==> src/rtl/arb_pkg.sv <==
// Shared definitions for the registered request arbiter: mode codes, FSM
// state encoding and the reserved "no grant" index code.
package arb_pkg;

  localparam int MODE_FIXED = 0;
  localparam int MODE_RR    = 1;

  typedef enum logic {
    ST_IDLE  = 1'b0,
    ST_GRANT = 1'b1
  } arb_state_e;

  // All ones of the given width; shown on the index display as "F".
  function automatic logic [31:0] no_grant_code(input int idx_w);
    return (32'd1 << idx_w) - 32'd1;
  endfunction

endpackage

==> src/rtl/prio_pick.sv <==
// Combinational finder: scans req descending from index 'start', wrapping
// from 0 to N-1, and returns the first set bit as one-hot and binary index.
module prio_pick
  import arb_pkg::*;
#(
  parameter int N     = 12,
  parameter int IDX_W = $clog2(N + 1)
) (
  input  logic [N-1:0]     req,
  input  logic [IDX_W-1:0] start,
  output logic [N-1:0]     onehot,
  output logic [IDX_W-1:0] idx,
  output logic             found
);

  always_comb begin
    int               pos;
    logic [IDX_W-1:0] p;
    onehot = '0;
    idx    = '0;
    found  = 1'b0;
    pos    = 0;
    p      = '0;
    // Walk from lowest to highest priority so the last hit wins.
    for (int k = N - 1; k >= 0; k--) begin
      pos = int'(start) - k;
      if (pos < 0) pos = pos + N;
      p = IDX_W'(pos);
      if (req[p]) begin
        onehot    = '0;
        onehot[p] = 1'b1;
        idx       = p;
        found     = 1'b1;
      end
    end
  end

endmodule

==> src/rtl/priority_arbiter_rr.sv <==
// Registered N-way arbiter: fixed-priority or round-robin selection, grant
// held until release, back-to-back re-arbitration and optional hold timeout.
module priority_arbiter_rr
  import arb_pkg::*;
#(
  parameter int N        = 12,
  parameter int MODE     = 0,
  parameter int MAX_HOLD = 0,
  parameter int IDX_W    = $clog2(N + 1)
) (
  input  logic             clk,
  input  logic             reset_n,
  input  logic [N-1:0]     req,
  output logic [N-1:0]     gnt,
  output logic [IDX_W-1:0] gnt_idx,
  output logic             gnt_valid,
  output logic             preempt,
  output arb_state_e       state_dbg
);

  localparam int HOLD_W = (MAX_HOLD > 0) ? $clog2(MAX_HOLD + 1) : 1;
  localparam logic [IDX_W-1:0] NO_GNT   = IDX_W'(no_grant_code(IDX_W));
  localparam logic [IDX_W-1:0] TOP_IDX  = IDX_W'(N - 1);

  arb_state_e        state, state_n;
  logic [N-1:0]      gnt_n;
  logic [IDX_W-1:0]  gnt_idx_n;
  logic              gnt_valid_n, preempt_n;
  logic [IDX_W-1:0]  last_owner, last_owner_n;
  logic [HOLD_W-1:0] hold_cnt, hold_cnt_n;

  logic [IDX_W-1:0]  start;
  logic [N-1:0]      pick_onehot;
  logic [IDX_W-1:0]  pick_idx;
  logic              pick_found;
  logic              owner_req, others_req, timeout;

  // Round-robin starts just below the last owner, so the last owner is checked last.
  always_comb begin
    start = TOP_IDX;
    if (MODE == MODE_RR)
      start = (last_owner == '0) ? TOP_IDX : last_owner - IDX_W'(1);
  end

  // The current owner is always masked; the pick is only used on release or timeout.
  prio_pick #(.N(N), .IDX_W(IDX_W)) u_pick (
    .req    (req & ~gnt),
    .start  (start),
    .onehot (pick_onehot),
    .idx    (pick_idx),
    .found  (pick_found)
  );

  assign owner_req  = |(req & gnt);
  assign others_req = |(req & ~gnt);
  // '>=' keeps a contender that arrives after saturation from waiting forever.
  assign timeout    = (MAX_HOLD > 0) && owner_req && others_req &&
                      (int'(hold_cnt) >= MAX_HOLD - 1);

  always_comb begin
    state_n      = state;
    gnt_n        = gnt;
    gnt_idx_n    = gnt_idx;
    gnt_valid_n  = gnt_valid;
    preempt_n    = 1'b0;
    last_owner_n = last_owner;
    hold_cnt_n   = hold_cnt;
    case (state)
      ST_IDLE: begin
        if (pick_found) begin
          state_n      = ST_GRANT;
          gnt_n        = pick_onehot;
          gnt_idx_n    = pick_idx;
          gnt_valid_n  = 1'b1;
          last_owner_n = pick_idx;
          hold_cnt_n   = '0;
        end
      end
      ST_GRANT: begin
        if (!owner_req || timeout) begin
          if (pick_found) begin
            gnt_n        = pick_onehot;
            gnt_idx_n    = pick_idx;
            gnt_valid_n  = 1'b1;
            last_owner_n = pick_idx;
            hold_cnt_n   = '0;
            preempt_n    = timeout;
          end else begin
            state_n     = ST_IDLE;
            gnt_n       = '0;
            gnt_idx_n   = NO_GNT;
            gnt_valid_n = 1'b0;
          end
        end else if (int'(hold_cnt) < MAX_HOLD) begin
          hold_cnt_n = hold_cnt + HOLD_W'(1);
        end
      end
      default: state_n = ST_IDLE;
    endcase
  end

  always_ff @(posedge clk or negedge reset_n) begin
    if (!reset_n) begin
      state      <= ST_IDLE;
      gnt        <= '0;
      gnt_idx    <= NO_GNT;
      gnt_valid  <= 1'b0;
      preempt    <= 1'b0;
      last_owner <= '0;
      hold_cnt   <= '0;
    end else begin
      state      <= state_n;
      gnt        <= gnt_n;
      gnt_idx    <= gnt_idx_n;
      gnt_valid  <= gnt_valid_n;
      preempt    <= preempt_n;
      last_owner <= last_owner_n;
      hold_cnt   <= hold_cnt_n;
    end
  end

  assign state_dbg = state;

endmodule

==> config.mk <==
export PLATFORM = sky130hd
export DESIGN_NAME = priority_arbiter_rr
export DESIGN_NICKNAME = d
export VERILOG_FILES = /design/src/rtl/arb_pkg.sv /design/src/rtl/prio_pick.sv /design/src/rtl/priority_arbiter_rr.sv
export SDC_FILE = /design/constraint.sdc
export NUM_CORES = 1
export LEC_CHECK = 0
export CAP_MARGIN = 20
export CORE_MARGIN = 2
export CORE_UTILIZATION = 47
export CTS_CLUSTER_DIAMETER = 100
export DETAILED_ROUTE_END_ITERATION = 6
export PLACE_DENSITY_LB_ADDON = 0.08
export SLEW_MARGIN = 10
export SYNTH_ARGS = -nofsm -noshare
export SYNTH_HDL_FRONTEND = slang
export SYNTH_SLANG_ARGS = --single-unit
==> constraint.sdc <==
create_clock -name clk -period 2.36 [get_ports clk]
set_clock_uncertainty 0.1 [all_clocks]
set_input_delay 0.708 -clock clk [delete_from_list [all_inputs] [get_ports clk]]
set_output_delay 0.708 -clock clk [all_outputs]
set_load 0.05 [all_outputs]
==> qor.yml, run 1 <==
die_w_um: 54.3
yosysSeqAreaShare_pct: 38.4
peakVddDrop_mv: 0.838
gp_congestion: 0.907
fmax_mhz: 431
clockBufferDepth: 2
clkSlewWorstSetupHoldPaths_ps: 110
finalSetupViolations: 0
areaGrowthSynthToFinish_pct: 54.5
ys_seq_elements: 18
synth_flop_cell: "dfrtp_1"
synth-compound-area-share_pct: 28.1
wl_um: 3510
end_kind: "flip-flop"
synthMuxAreaShare_pct: 2.53
worstSkewPairLatency_ps: 300
grt_pass1_vias: 1170
start_util_pct: 48.8
drt-initial-drc-count: 33
powerDensity_mw_per_mm2: 1060
postPlaceCellArea_sq_mm: 0.00167
cts_made_buffers: 3
drcViolationCount: 0
slew_viol_final: 0
grt_pass1_wl_um: 5330
die_h_um: 54.3
rsz0062_at_grt: "false"
ios: 33
hpwl_um: 2420
crit_family: "compound AO/OA/AOI/OAI gates"
crit_chain: "clkdlybuf4s50_1, a22oi_2, nand2_2, or3_4, a2111o_1, o211a_1"
cp.arrival_ps: 2470
leakagePower_nw: 0.942
final_antenna_net_count: 0
critical_path_class: "in -> reg"
synthArstFlopShare_pct: 100
drt-vias-per-instance: 5.92
synth_top_family_by_area: "compound AO/OA/AOI/OAI gates"
core.rowCount: 18
ys_warn_count: 0
fin_crit_sh_pct: 98.3
final_area_sq_mm: 0.00183
worstPathRequired_ps: 2510
slowest_stage: "or3_4"
max_stage_delay_ps: 440
path_buf_inv: 1
overflow: 0
synth_xor_area_share_pct: 0
yosys.area.top_type: "dfrtp_1"
fillers: 182
hold_viol: 0
cts_sinks: 18
post_drt_wl_per_cell_um: 17.0
dr_total_vias: 1225
clockRootBuffer: "clkbuf_4"
cts_tree: "done"
synth_fa_ha_area_share_pct: 0
tightest_slew_ps: 695
synthSimpleGateAreaFrac_pct: 27.6
synth_edf_count: 0
maxCapViolations: 0
min_period_ps: 2320
slew_headroom_pct: 53.7
grt_max_degree: 19
status: "completed"
die_area_sq_mm: 0.00294
syn_area_sq_mm: 0.00119
critPathLaunchType: "input port"
finish.net_count: 192
syn_nets: 133
final_cell_count_no_fill: 207
layout_common_cells: "buf_4, dfrtp_1, nor2_1"
core_area_sq_mm: 0.00243
yosysTopAreaCellShare_pct: 29.5
hold_class: "reg -> reg"
synth.distinct_cells: 47
dp.cells: 198
final_common_cell: "buf_4"
synthTopCellsByArea: "dfrtp_1, dfstp_2, a32o_1"
grt.total_usage_pct: 25.7
cp_max_fo: 5
antenna_found_initial: 0
drive_gt1_share_pct: 43.5
antenna_cells: 0
io_buffers: 31
syn_area_per_cell_sq_um: 9.98
htreeDepth: 1
synth_cells: 119
first_pass_iters: 5
path summary, 6_finish.rpt:
path                                    to  cells after the start  slack (ps)        from
max in group asynchronous       gnt_idx[2]                      2        1260     reset_n
worst max register to register     gnt[11]                      6         400      gnt[5]
min in group asynchronous          gnt[10]                      2         630     reset_n
worst max-delay path            gnt_idx[0]                      6          40      req[4]
worst min register to register  gnt_idx[1]                      2         430  gnt_idx[1]
worst min-delay path            gnt_idx[1]                      2         430  gnt_idx[1]
layout make-up:
class | instances | area (sq um) | share of cell area (%)
inverter | 1 | 3.75 | 0.205
sequential | 18 | 455 | 24.8
timing repair buffer | 60 | 529 | 28.9
tap | 30 | 37.5 | 2.05
clock buffer | 4 | 36.3 | 1.98
multi-input combinational | 94 | 772 | 42.1
metal layers:
metal  GRT usage, %  wire length [um]
met2           45.0              1770
met5              0                 0
met1           30.3              1500
met4           11.3                73
met3           5.19               173
worst register-to-register path, delay by kind of cell (launching register included):
kind / cells / cell delay (ps)
DFF: 1 / 430
and+or+nand+nor: 3 / 580
muxes: 1 / 300
AOI/OAI and AO/OA: 1 / 280
buffers and inverters: 1 / 190
cells by family after synthesis:
kind of cell	count (synthesis)
multiplexers	2
flip-flops	18
other	1
AND/OR/NAND/NOR	55
buffers and inverters	7
AO/OA/AOI/OAI	36
what timing repair did:
item / in CTS / in global routing
setup buffers: 3 / 3
resized for setup: 17 / 20
setup endpoints to repair: 17 / 19
hold buffers: 0 / 0
pin swaps: 11 / 10
cell usage after synthesis (3+ instances only):
master / n
a22oi_1: 6
dfstp_2: 4
a211oi_1: 3
nor3_1: 3
nor2_1: 12
nand2_1: 9
nand2b_1: 5
dfrtp_1: 14
nor2b_1: 8
a32o_1: 7
o211ai_1: 3
flip-flops by register name (all words and copies together), names as in the netlist:
signal	flops
gnt	12
gnt_idx	4
gnt_valid	1
state_dbg	1
power breakdown:
group          internal (mW)  total [mW]  switching, mW  leakage, nW
Clock                 0.0941       0.197          0.103       0.0210
Combinational          0.554        1.26          0.704        0.696
Sequential             0.411       0.490         0.0796        0.225
Total                   1.06        1.94          0.886        0.942
stage by stage:
stage	setup TNS (ps)	utilization, %	power [mW]	hold slack (ps)	setup WS [ps]
floorplan	-34.6	-	1.23	312	-17.3
global placement	-6390	68.6	1.61	407	-423
detailed placement	-7540	68.6	1.63	413	-495
CTS	-22.9	72.6	1.90	433	-16.0
global route	0	75.4	2.05	450	14.4
finish	0	75.4	1.94	433	41.0
No activity file was read; power rests on OpenSTA's default activity.
==> run 2: changes to the inputs <==
- SKIP_CTS_REPAIR_TIMING: default -> 1
==> run 2 against run 1 <==
- clock-buffer cell count unchanged
- wire length down 1.9%
- worst hold slack about the same
- utilization up 0.36 points
- power down 1.4%
- combinational power down 3%
- die area unchanged
- critical path type unchanged
- highest routed layer unchanged
==> qor.yml, run 2 (same netlist as run 1, synthesis figures left out) <==
finalSetupViolations: 0
clkSlewWorstSetupHoldPaths_ps: 110
end_kind: "flip-flop"
layout_common_cells: "buf_4, dfrtp_1, dlymetal6s2s_1"
die_w_um: 54.3
wl_um: 3450
post_drt_wl_per_cell_um: 16.8
hold_viol: 0
fin_crit_sh_pct: 99.2
final.setup.tns_ps: 0
die_area_sq_mm: 0.00294
grt_pass1_vias: 1110
critPathLaunchType: "input port"
fillers: 174
gp_congestion: 0.907
antenna_cells: 0
start_util_pct: 48.8
drt-initial-drc-count: 23
grt.total_usage_pct: 24.0
max_stage_delay_ps: 450
final_antenna_net_count: 0
grt_pass1_wl_um: 4970
cp_max_fo: 3
hpwl_um: 2420
drive_gt1_share_pct: 42.9
finish.net_count: 190
drt-vias-per-instance: 5.85
leakagePower_nw: 0.969
clockBufferDepth: 2
final_common_cell: "buf_4"
critical_path_class: "in -> reg"
cts_sinks: 18
worstSkewPairLatency_ps: 310
reg_top3: "gnt: 12 flops, gnt_idx: 4 flops"
core_area_sq_mm: 0.00243
status: "completed"
cts_tree: "done"
wl_met3_um: 154
die_h_um: 54.3
io_buffers: 31
antenna_found_initial: 0
path_buf_inv: 2
slew_headroom_pct: 53.7
dr.max_layer_used: "met4"
first_pass_iters: 4
powerDensity_mw_per_mm2: 1040
tightest_slew_ps: 694
min_period_ps: 2340
fin_util_pct: 75.8
crit_chain: "clkdlybuf4s50_1, nand2b_1, and4b_2, nand2_4, o41ai_4, buf_4, mux2_4"
crit_family: "buffers and inverters"
top_register: "gnt"
grt_max_degree: 19
ios: 33
peakVddDrop_mv: 0.826
overflow: 0
cts_made_buffers: 3
total_power_mw: 1.92
core.rowCount: 18
m1WireLength_um: 1520
htreeDepth: 1
drcViolationCount: 0
clockRootBuffer: "clkbuf_4"
met2_length_um: 1730
multi_input_area_sq_um: 778
fmax_mhz: 427
slew_viol_final: 0
dr_total_vias: 1199
largest_register_ffs: 12
cp.arrival_ps: 2450
areaGrowthSynthToFinish_pct: 55.2
maxCapViolations: 0
slowest_stage: "clkdlybuf4s50_1"
hold_class: "reg -> reg"
regArea_sq_um: 455
worstPathRequired_ps: 2470
[run 2: changes by cell type in the layout (fill, tap and decap cells not counted), sizes merged]
cell	previous run	this run
clkdlybuf4s50	2	4
buf	42	40
dlygate4sd2	6	0
dlymetal6s2s	10	14
[run 2: where the power goes]
| part | internal, mW | switching (mW) | leakage, nW |
|---|---|---|---|
| sequential | 0.411 | 0.0820 | 0.225 |
| clock | 0.0943 | 0.107 | 0.0210 |
| combinational | 0.532 | 0.692 | 0.723 |
| total | 1.04 | 0.881 | 0.969 |
[run 2: worst paths after layout]
| check | start | end | slack (ps) | cells after the start |
|---|---|---|---|---|
| min | gnt_idx[1] | gnt_idx[1] | 430 | 2 |
| min reg2reg | gnt_idx[1] | gnt_idx[1] | 430 | 2 |
| max in group asynchronous | reset_n | gnt_idx[2] | 1270 | 2 |
| max reg2reg | gnt[11] | gnt[11] | 360 | 6 |
| max | req[5] | gnt[11] | 20 | 7 |
| min in group asynchronous | reset_n | gnt[11] | 620 | 2 |
[run 2: area by class of cell]
cell class,instances,area share (%)
multi-input cells,94,42.2
repair buffers,58,28.9
flip-flops and latches,18,24.7
well taps,30,2.04
clock buffers,4,1.97
inverters,1,0.204
[run 2: stage by stage]
| step | hold slack [ps] | std cells | setup slack [ps] | area (sq um) |
|---|---|---|---|---|
| after floorplan | 312 | 119 | -17.3 | 1190 |
| after global placement | 407 | 198 | -423 | 1670 |
| after detailed placement | 413 | 198 | -495 | 1670 |
| after CTS | 433 | 202 | -205 | 1700 |
| after global routing | 450 | 205 | -10.1 | 1840 |
| final | 433 | 205 | 17.7 | 1840 |
[run 2: tightest hold or removal path, cell delays in order, from the launching register on]
cell and delay (ps):
dfstp_2 390, nor2_1 90, a211oi_1 60
[run 2: per-layer routing]
layer | global-route usage (%) | up-vias
met5 | 0 | -
li1 | - | 574
met4 | 6.67 | 0
met1 | 29.5 | 596
met2 | 42.6 | 24
met3 | 4.37 | 5
